`config.mk`:
```
export PLATFORM = sky130hd
export DESIGN_NAME = multicycle_ctrl
export DESIGN_NICKNAME = d
export VERILOG_FILES = /design/src/rtl/multicycle_ctrl_pkg.sv /design/src/rtl/multicycle_ctrl_mem_watchdog.sv /design/src/rtl/multicycle_ctrl.sv
export SDC_FILE = /design/constraint.sdc
export NUM_CORES = 1
export LEC_CHECK = 0
export ABC_AREA = 1
export BUFFER_PORTS_ARGS = -buffer_cell sky130_fd_sc_hd__buf_2
export CAP_MARGIN = 20
export CORE_MARGIN = 4
export CORE_UTILIZATION = 55
export CTS_CLUSTER_DIAMETER = 200
export DETAILED_ROUTE_END_ITERATION = 6
export GPL_TIMING_DRIVEN = 0
export PLACE_DENSITY = 0.78
export SYNTH_ARGS = -nofsm -noshare
export SYNTH_HDL_FRONTEND = slang
export SYNTH_SLANG_ARGS = --single-unit
```
`constraint.sdc`:
```
create_clock -name CLK -period 3.55 [get_ports CLK]
set_input_delay 0.5325 -clock CLK [delete_from_list [all_inputs] [get_ports CLK]]
set_output_delay 0.5325 -clock CLK [all_outputs]
set_load 0.005 [all_outputs]
```
`src/rtl/multicycle_ctrl_pkg.sv`:
```
// Shared definitions for the multi-cycle RV32I control path: opcode values,
// controller state encoding, datapath mux select encodings and trap causes.
package multicycle_ctrl_pkg;

  // RV32I base opcodes (instr[6:0]) recognised by the controller
  localparam logic [6:0] OP_R      = 7'b0110011;
  localparam logic [6:0] OP_I_ALU  = 7'b0010011;
  localparam logic [6:0] OP_LOAD   = 7'b0000011;
  localparam logic [6:0] OP_STORE  = 7'b0100011;
  localparam logic [6:0] OP_BRANCH = 7'b1100011;
  localparam logic [6:0] OP_JAL    = 7'b1101111;
  localparam logic [6:0] OP_JALR   = 7'b1100111;
  localparam logic [6:0] OP_LUI    = 7'b0110111;
  localparam logic [6:0] OP_AUIPC  = 7'b0010111;
  localparam logic [6:0] OP_FENCE  = 7'b0001111;
  localparam logic [6:0] OP_SYSTEM = 7'b1110011;

  // Width of the memory watchdog counter; covers TIMEOUT up to 2^16-1
  localparam int WDOG_W = 16;

  typedef enum logic [2:0] {
    ST_FETCH  = 3'd0,
    ST_DECODE = 3'd1,
    ST_EXEC   = 3'd2,
    ST_MEM    = 3'd3,
    ST_WB     = 3'd4,
    ST_TRAP   = 3'd5
  } ctrl_state_t;

  typedef enum logic [1:0] {
    PC_PLUS4   = 2'd0,
    PC_IMM     = 2'd1,
    PC_RS1_IMM = 2'd2
  } pc_sel_t;

  typedef enum logic [1:0] {
    WB_ALU = 2'd0,
    WB_MEM = 2'd1,
    WB_PC4 = 2'd2,
    WB_IMM = 2'd3
  } wb_sel_t;

  typedef enum logic [1:0] {
    CAUSE_NONE    = 2'd0,
    CAUSE_ILLEGAL = 2'd1,
    CAUSE_TIMEOUT = 2'd2,
    CAUSE_SYSTEM  = 2'd3
  } trap_cause_t;

  // Opcodes that execute normally (SYSTEM is handled separately as a trap)
  function automatic logic is_legal_op(input logic [6:0] op);
    logic legal;
    case (op)
      OP_R, OP_I_ALU, OP_LOAD, OP_STORE, OP_BRANCH,
      OP_JAL, OP_JALR, OP_LUI, OP_AUIPC, OP_FENCE: legal = 1'b1;
      default:                                    legal = 1'b0;
    endcase
    return legal;
  endfunction

  // Opcodes that write a destination register in WB
  function automatic logic writes_rd(input logic [6:0] op);
    logic wr;
    case (op)
      OP_R, OP_I_ALU, OP_LOAD, OP_JAL, OP_JALR, OP_LUI, OP_AUIPC: wr = 1'b1;
      default:                                                  wr = 1'b0;
    endcase
    return wr;
  endfunction

endpackage

```
`src/rtl/multicycle_ctrl_mem_watchdog.sv`:
```
// Memory-request watchdog: counts consecutive cycles a request waits for
// ready and flags the cycle in which the wait reaches TIMEOUT cycles.
module mem_watchdog
  import multicycle_ctrl_pkg::*;
#(
  parameter int unsigned TIMEOUT = 255
) (
  input  logic CLK,
  input  logic reset,
  input  logic clear,
  input  logic enable,
  output logic timeout
);

  localparam logic [WDOG_W-1:0] LIMIT = WDOG_W'(TIMEOUT - 1);

  logic [WDOG_W-1:0] count_reg;
  logic [WDOG_W-1:0] count_next;

  // Clear has priority so a ready or state change restarts the wait window
  always_comb begin
    count_next = count_reg;
    if (clear) begin
      count_next = '0;
    end else if (enable) begin
      count_next = count_reg + WDOG_W'(1);
    end
  end

  // Wait-cycle counter register
  always_ff @(posedge CLK) begin
    if (reset) begin
      count_reg <= '0;
    end else begin
      count_reg <= count_next;
    end
  end

  // The current cycle is the TIMEOUT-th wait; enable already excludes ready,
  // so a ready arriving in this cycle suppresses the timeout
  assign timeout = enable && (count_reg == LIMIT);

endmodule

```
`src/rtl/multicycle_ctrl.sv`:
```
// Main control FSM of the multi-cycle RV32I core: sequences fetch, decode,
// execute, memory and writeback, drives datapath enables/muxes, owns the
// memory handshakes, the memory watchdog and the retired-instruction counter.
module multicycle_ctrl
  import multicycle_ctrl_pkg::*;
#(
  parameter int unsigned TIMEOUT = 255,
  parameter int unsigned CNT_W   = 32
) (
  input  logic             CLK,
  input  logic             reset,
  input  logic [6:0]       opcode,
  input  logic             branch_taken,
  input  logic             imem_ready,
  input  logic             dmem_ready,
  output logic             imem_req,
  output logic             dmem_req,
  output logic             dmem_we,
  output logic             ir_we,
  output logic             pc_we,
  output logic [1:0]       pc_sel,
  output logic             alu_a_pc,
  output logic             alu_b_imm,
  output logic             rf_we,
  output logic [1:0]       wb_sel,
  output logic             retire,
  output logic [CNT_W-1:0] retired_cnt,
  output logic             trap,
  output logic [1:0]       trap_cause
);

  ctrl_state_t       state_reg;
  ctrl_state_t       state_next;
  trap_cause_t       cause_reg;
  trap_cause_t       cause_next;
  logic [6:0]        op_reg;
  logic [6:0]        op_next;
  logic              run_reg;
  logic [CNT_W-1:0]  cnt_reg;
  logic              wdog_enable;
  logic              wdog_clear;
  logic              wdog_timeout;
  logic              is_store;
  logic              is_mem_op;

  assign is_store  = (op_reg == OP_STORE);
  assign is_mem_op = (op_reg == OP_LOAD) || (op_reg == OP_STORE);

  // State, latched opcode, trap cause and run flag; run_reg keeps FETCH idle
  // for the first cycle after reset so imem_req rises one cycle later
  always_ff @(posedge CLK) begin
    if (reset) begin
      state_reg <= ST_FETCH;
      cause_reg <= CAUSE_NONE;
      op_reg    <= '0;
      run_reg   <= 1'b0;
    end else begin
      state_reg <= state_next;
      cause_reg <= cause_next;
      op_reg    <= op_next;
      run_reg   <= 1'b1;
    end
  end

  // Next-state logic: opcode classification in DECODE, handshakes and timeouts
  always_comb begin
    state_next = state_reg;
    cause_next = cause_reg;
    op_next    = op_reg;
    case (state_reg)
      ST_FETCH: begin
        if (run_reg) begin
          if (imem_ready) begin
            state_next = ST_DECODE;
          end else if (wdog_timeout) begin
            state_next = ST_TRAP;
            cause_next = CAUSE_TIMEOUT;
          end
        end
      end
      ST_DECODE: begin
        op_next = opcode;
        if (opcode == OP_SYSTEM) begin
          state_next = ST_TRAP;
          cause_next = CAUSE_SYSTEM;
        end else if (!is_legal_op(opcode)) begin
          state_next = ST_TRAP;
          cause_next = CAUSE_ILLEGAL;
        end else begin
          state_next = ST_EXEC;
        end
      end
      ST_EXEC: begin
        state_next = is_mem_op ? ST_MEM : ST_WB;
      end
      ST_MEM: begin
        if (dmem_ready) begin
          state_next = is_store ? ST_FETCH : ST_WB;
        end else if (wdog_timeout) begin
          state_next = ST_TRAP;
          cause_next = CAUSE_TIMEOUT;
        end
      end
      ST_WB: begin
        state_next = ST_FETCH;
      end
      ST_TRAP: begin
        state_next = ST_TRAP;
      end
      default: begin
        state_next = ST_FETCH;
      end
    endcase
  end

  // Output decode from registered state and latched opcode. Only ir_we and the
  // store-completion strobes look at ready: the IR must capture data in the
  // ready cycle, and a store must advance the PC before the next fetch
  always_comb begin
    imem_req  = 1'b0;
    dmem_req  = 1'b0;
    dmem_we   = 1'b0;
    ir_we     = 1'b0;
    pc_we     = 1'b0;
    pc_sel    = PC_PLUS4;
    alu_a_pc  = 1'b0;
    alu_b_imm = 1'b0;
    rf_we     = 1'b0;
    wb_sel    = WB_ALU;
    retire    = 1'b0;
    trap      = 1'b0;
    if (state_reg == ST_EXEC || state_reg == ST_MEM || state_reg == ST_WB) begin
      alu_a_pc  = (op_reg == OP_AUIPC) || (op_reg == OP_JAL);
      alu_b_imm = (op_reg == OP_I_ALU) || (op_reg == OP_LOAD) ||
                  (op_reg == OP_STORE) || (op_reg == OP_JALR) ||
                  (op_reg == OP_JAL)   || (op_reg == OP_LUI)  ||
                  (op_reg == OP_AUIPC);
    end
    case (state_reg)
      ST_FETCH: begin
        imem_req = run_reg;
        ir_we    = run_reg && imem_ready;
      end
      ST_MEM: begin
        dmem_req = 1'b1;
        dmem_we  = is_store;
        if (is_store && dmem_ready) begin
          pc_we  = 1'b1;
          retire = 1'b1;
        end
      end
      ST_WB: begin
        retire = 1'b1;
        pc_we  = 1'b1;
        rf_we  = writes_rd(op_reg);
        case (op_reg)
          OP_LOAD:         wb_sel = WB_MEM;
          OP_JAL, OP_JALR: wb_sel = WB_PC4;
          OP_LUI:          wb_sel = WB_IMM;
          default:         wb_sel = WB_ALU;
        endcase
        case (op_reg)
          OP_JAL:    pc_sel = PC_IMM;
          OP_JALR:   pc_sel = PC_RS1_IMM;
          OP_BRANCH: pc_sel = branch_taken ? PC_IMM : PC_PLUS4;
          default:   pc_sel = PC_PLUS4;
        endcase
      end
      ST_TRAP: begin
        trap = 1'b1;
      end
      default: begin
      end
    endcase
  end

  assign trap_cause = cause_reg;

  // Watchdog counts waiting request cycles; restarts on ready or state change
  assign wdog_enable = (imem_req && !imem_ready) || (dmem_req && !dmem_ready);
  assign wdog_clear  = (imem_req && imem_ready) || (dmem_req && dmem_ready) ||
                       (state_next != state_reg);

  mem_watchdog #(
    .TIMEOUT (TIMEOUT)
  ) u_mem_watchdog (
    .CLK     (CLK),
    .reset   (reset),
    .clear   (wdog_clear),
    .enable  (wdog_enable),
    .timeout (wdog_timeout)
  );

  // Retired-instruction counter, wraps naturally at 2^CNT_W
  always_ff @(posedge CLK) begin
    if (reset) begin
      cnt_reg <= '0;
    end else if (retire) begin
      cnt_reg <= cnt_reg + CNT_W'(1);
    end
  end

  assign retired_cnt = cnt_reg;

endmodule

```
==> flow_summary.ini <==
[run_status]
outcome = finished clean

[clock_network]
root_buffer = sky130_fd_sc_hd__clkbuf_8
ctsHoldBuffers = 0
ctsResizeCount = 0
clock-sinks = 61
cts_buf_count = 9
clock_input_transition_at_the_sequential_cells_of_the_worst_setup_and_hold_paths_ps = 70
clk-insertion-delay-late_ps = 350
cts_tree = done
htree_levels = 3
clk_path_buf_depth = 2
number_of_buffers_inserted_to_repair_setup_after_cts = 0

[yosys]
syn-num-nets = 586
ys_seq_area_frac = 0.332
synth_area_sq_um = 3680
synth_top_cells_by_area = sky130_fd_sc_hd__dfxtp_1 33%, sky130_fd_sc_hd__nand2_1 13%, sky130_fd_sc_hd__nor2_1 7.8%, sky130_fd_sc_hd__inv_1 7.3%, sky130_fd_sc_hd__a21oi_1 6.8%
synth_top_cell_by_area = sky130_fd_sc_hd__dfxtp_1
post_synth_num_cell_types = 34
synth_common_cells = 130 x sky130_fd_sc_hd__nand2_1, 76 x sky130_fd_sc_hd__nor2_1, 72 x sky130_fd_sc_hd__inv_1
synth_warnings = 0
ys_ff_latch = 61
synth_top_cell_area_share = 0.332
synthMostInstantiatedCell = sky130_fd_sc_hd__nand2_1
postSynthCellCount = 571
synth_top_flop_cell = sky130_fd_sc_hd__dfxtp_1
count_of_flip_flops_with_a_built_in_enable_after_synthesis = 0
async_flop_share = 0
synth_area_per_cell_sq_um = 6.44

[route]
avgRoutedWirePerCell_microns = 12.8
via_total_after_detailed_routing = 3836
drt_wl_total_mm = 9.22
drtIter0Drc = 143
antenna_left = 0
detailedRoute.firstPassIterationCount = 5
drc_errors = 0
vias_per_cell = 5.32

[global_routing]
antenna_found_initial = 0
grt_use_met3 = 0.0568
grtUsageTotal = 0.227
grt_met2_use = 0.387
grt_first_pass_wirelength_mm = 15.4
first_global_vias = 3628
grt_overflow_total = 0
global_route.peak_usage_layer = met2
grt.met1_usage = 0.269
pin_count_of_the_biggest_net_entering_global_routing = 12

[layout]
final_nets = 655
post_layout_util = 0.666
area_growth_pct = 16.3
antenna_cells_inserted = 0
largest_register_ff_count = 32
filler_cell_count = 612
post-route-cell-area_sq_um = 4280
drive_gt1_frac = 0.165

[hold_path]
timing.hold.worst_path_depth = 3
holdCritPathClass = in2reg

[timing]
worst_clock_skew_ps = 6.75
max-slew-margin-rel = 0.640
max_freq_mhz = 395
slew_violations = 0
timing.final.crit_share = 0.714
holdWs_ps = 444
grt_setup_unrepaired = false
setup_viol = 0
post-route-min-period_ps = 2530
finalSetupTns_ps = 0
tightest_slew_ps = 535
hold_fails_final_rpt = 0

[pwr]
powerDensity_nw_per_um2 = 364
totalPowerFinal_mw = 1.56
p_leak_nw = 1.77
worst_ir_drop_vdd_v = 0.000214

[floorplanning]
chipWidth_microns = 89.8
row_count = 29
core_area_sq_um = 6420
dieHeight_microns = 89.8
floorplan.die_area_sq_um = 8060
boundaryPins = 60
initial_utilization = 0.573

[setup_path]
rr_worst_depth = 8
timing.critical_path.arrival_ps = 2000
setup.worst_path.start_class = flop
critPathKind = reg2out
timing.critical_path.fanout_max = 11
worst_ep_required_time_ps = 3020
capturing_element_type_of_the_critical_path = primary output

[flow_run]
max_cap_violations = 0

[place]
post-dp-hpwl_mm = 7.06
routabilityCongestion = 0.936
buffer_ports.inserted = 58
dp_area_sq_um = 4070
-- layer usage --
layer	vias up	share of wire
li1	1966	-
met1	1741	0.45
met2	107	0.48
met3	22	0.045
met4	0	0.030
met5	-	0
-- layout make-up --
cell class / count / area (sq um) / share of cell area
Multi-Input combinational cell: 420 / 2100 / 0.490
Sequential cell: 61 / 1220 / 0.285
Timing Repair Buffer: 58 / 290 / 0.0678
Inverter: 76 / 285 / 0.0667
Clock buffer: 11 / 141 / 0.0330
Tap cell: 77 / 96.3 / 0.0225
Buffer: 14 / 73.8 / 0.0173
Clock inverter: 4 / 72.6 / 0.0170
-- path summary, 6_finish.rpt --
kind,end,from,slack (ps)
setup / recovery,retire,op_reg[0]$_SDFFE_PP0P_,1020
hold / removal,op_reg[0]$_SDFFE_PP0P_,opcode[0],440
hold reg to reg,trap_cause[0]$_SDFFE_PP0P_,trap_cause[0]$_SDFFE_PP0P_,490
setup reg to reg,retired_cnt[22]$_SDFFE_PP0P_,retired_cnt[0]$_SDFFE_PP0P_,1620
-- report_power, final --
part	switching [mW]	internal (mW)
Clock	0.278	0.410
Sequential	0.0149	0.700
Combinational	0.104	0.0500
-- worst max-delay path, stage by stage (launching register included) --
cell and delay (ps):
sky130_fd_sc_hd__dfxtp_1 330, sky130_fd_sc_hd__nand2_1 140, sky130_fd_sc_hd__nor2_2 180, sky130_fd_sc_hd__nand2_1 110, sky130_fd_sc_hd__inv_1 90, sky130_fd_sc_hd__nand2_1 50
sky130_fd_sc_hd__nand2_1 150, sky130_fd_sc_hd__buf_4 210, sky130_fd_sc_hd__buf_4 180, sky130_fd_sc_hd__buf_4 110, sky130_fd_sc_hd__buf_2 90
-- cell families after synthesis --
kind of cell | after synthesis | share of synthesized area
AND/OR/NAND/NOR | 310 | 0.379
buffers and inverters | 90 | 0.0976
AO/OA/AOI/OAI | 76 | 0.108
flip-flops | 61 | 0.332
XOR/XNOR | 31 | 0.0738
adder cells (fa/ha/maj) | 3 | 0.0102
-- cells in the final DEF (no fill, tap or decap), drive strengths merged, types with 4 or more instances in the layout --
cell type,n
nand4,16
o21ai,19
a21oi,51
nor2,90
buf,65
inv,75
clkbuf,18
nor3,32
xnor2,7
xor2,24
dfxtp,61
a31oi,4
nand3,33
nand2,135
-- metrics by stage --
step | setup slack, ps | std cells
global placement | 1420 | 706
finish | 1020 | 721
detailed placement | 1390 | 706
CTS | 1010 | 721
global route | 873 | 721
floorplan | 1740 | 571
No activity file was read; power rests on OpenSTA's default activity.
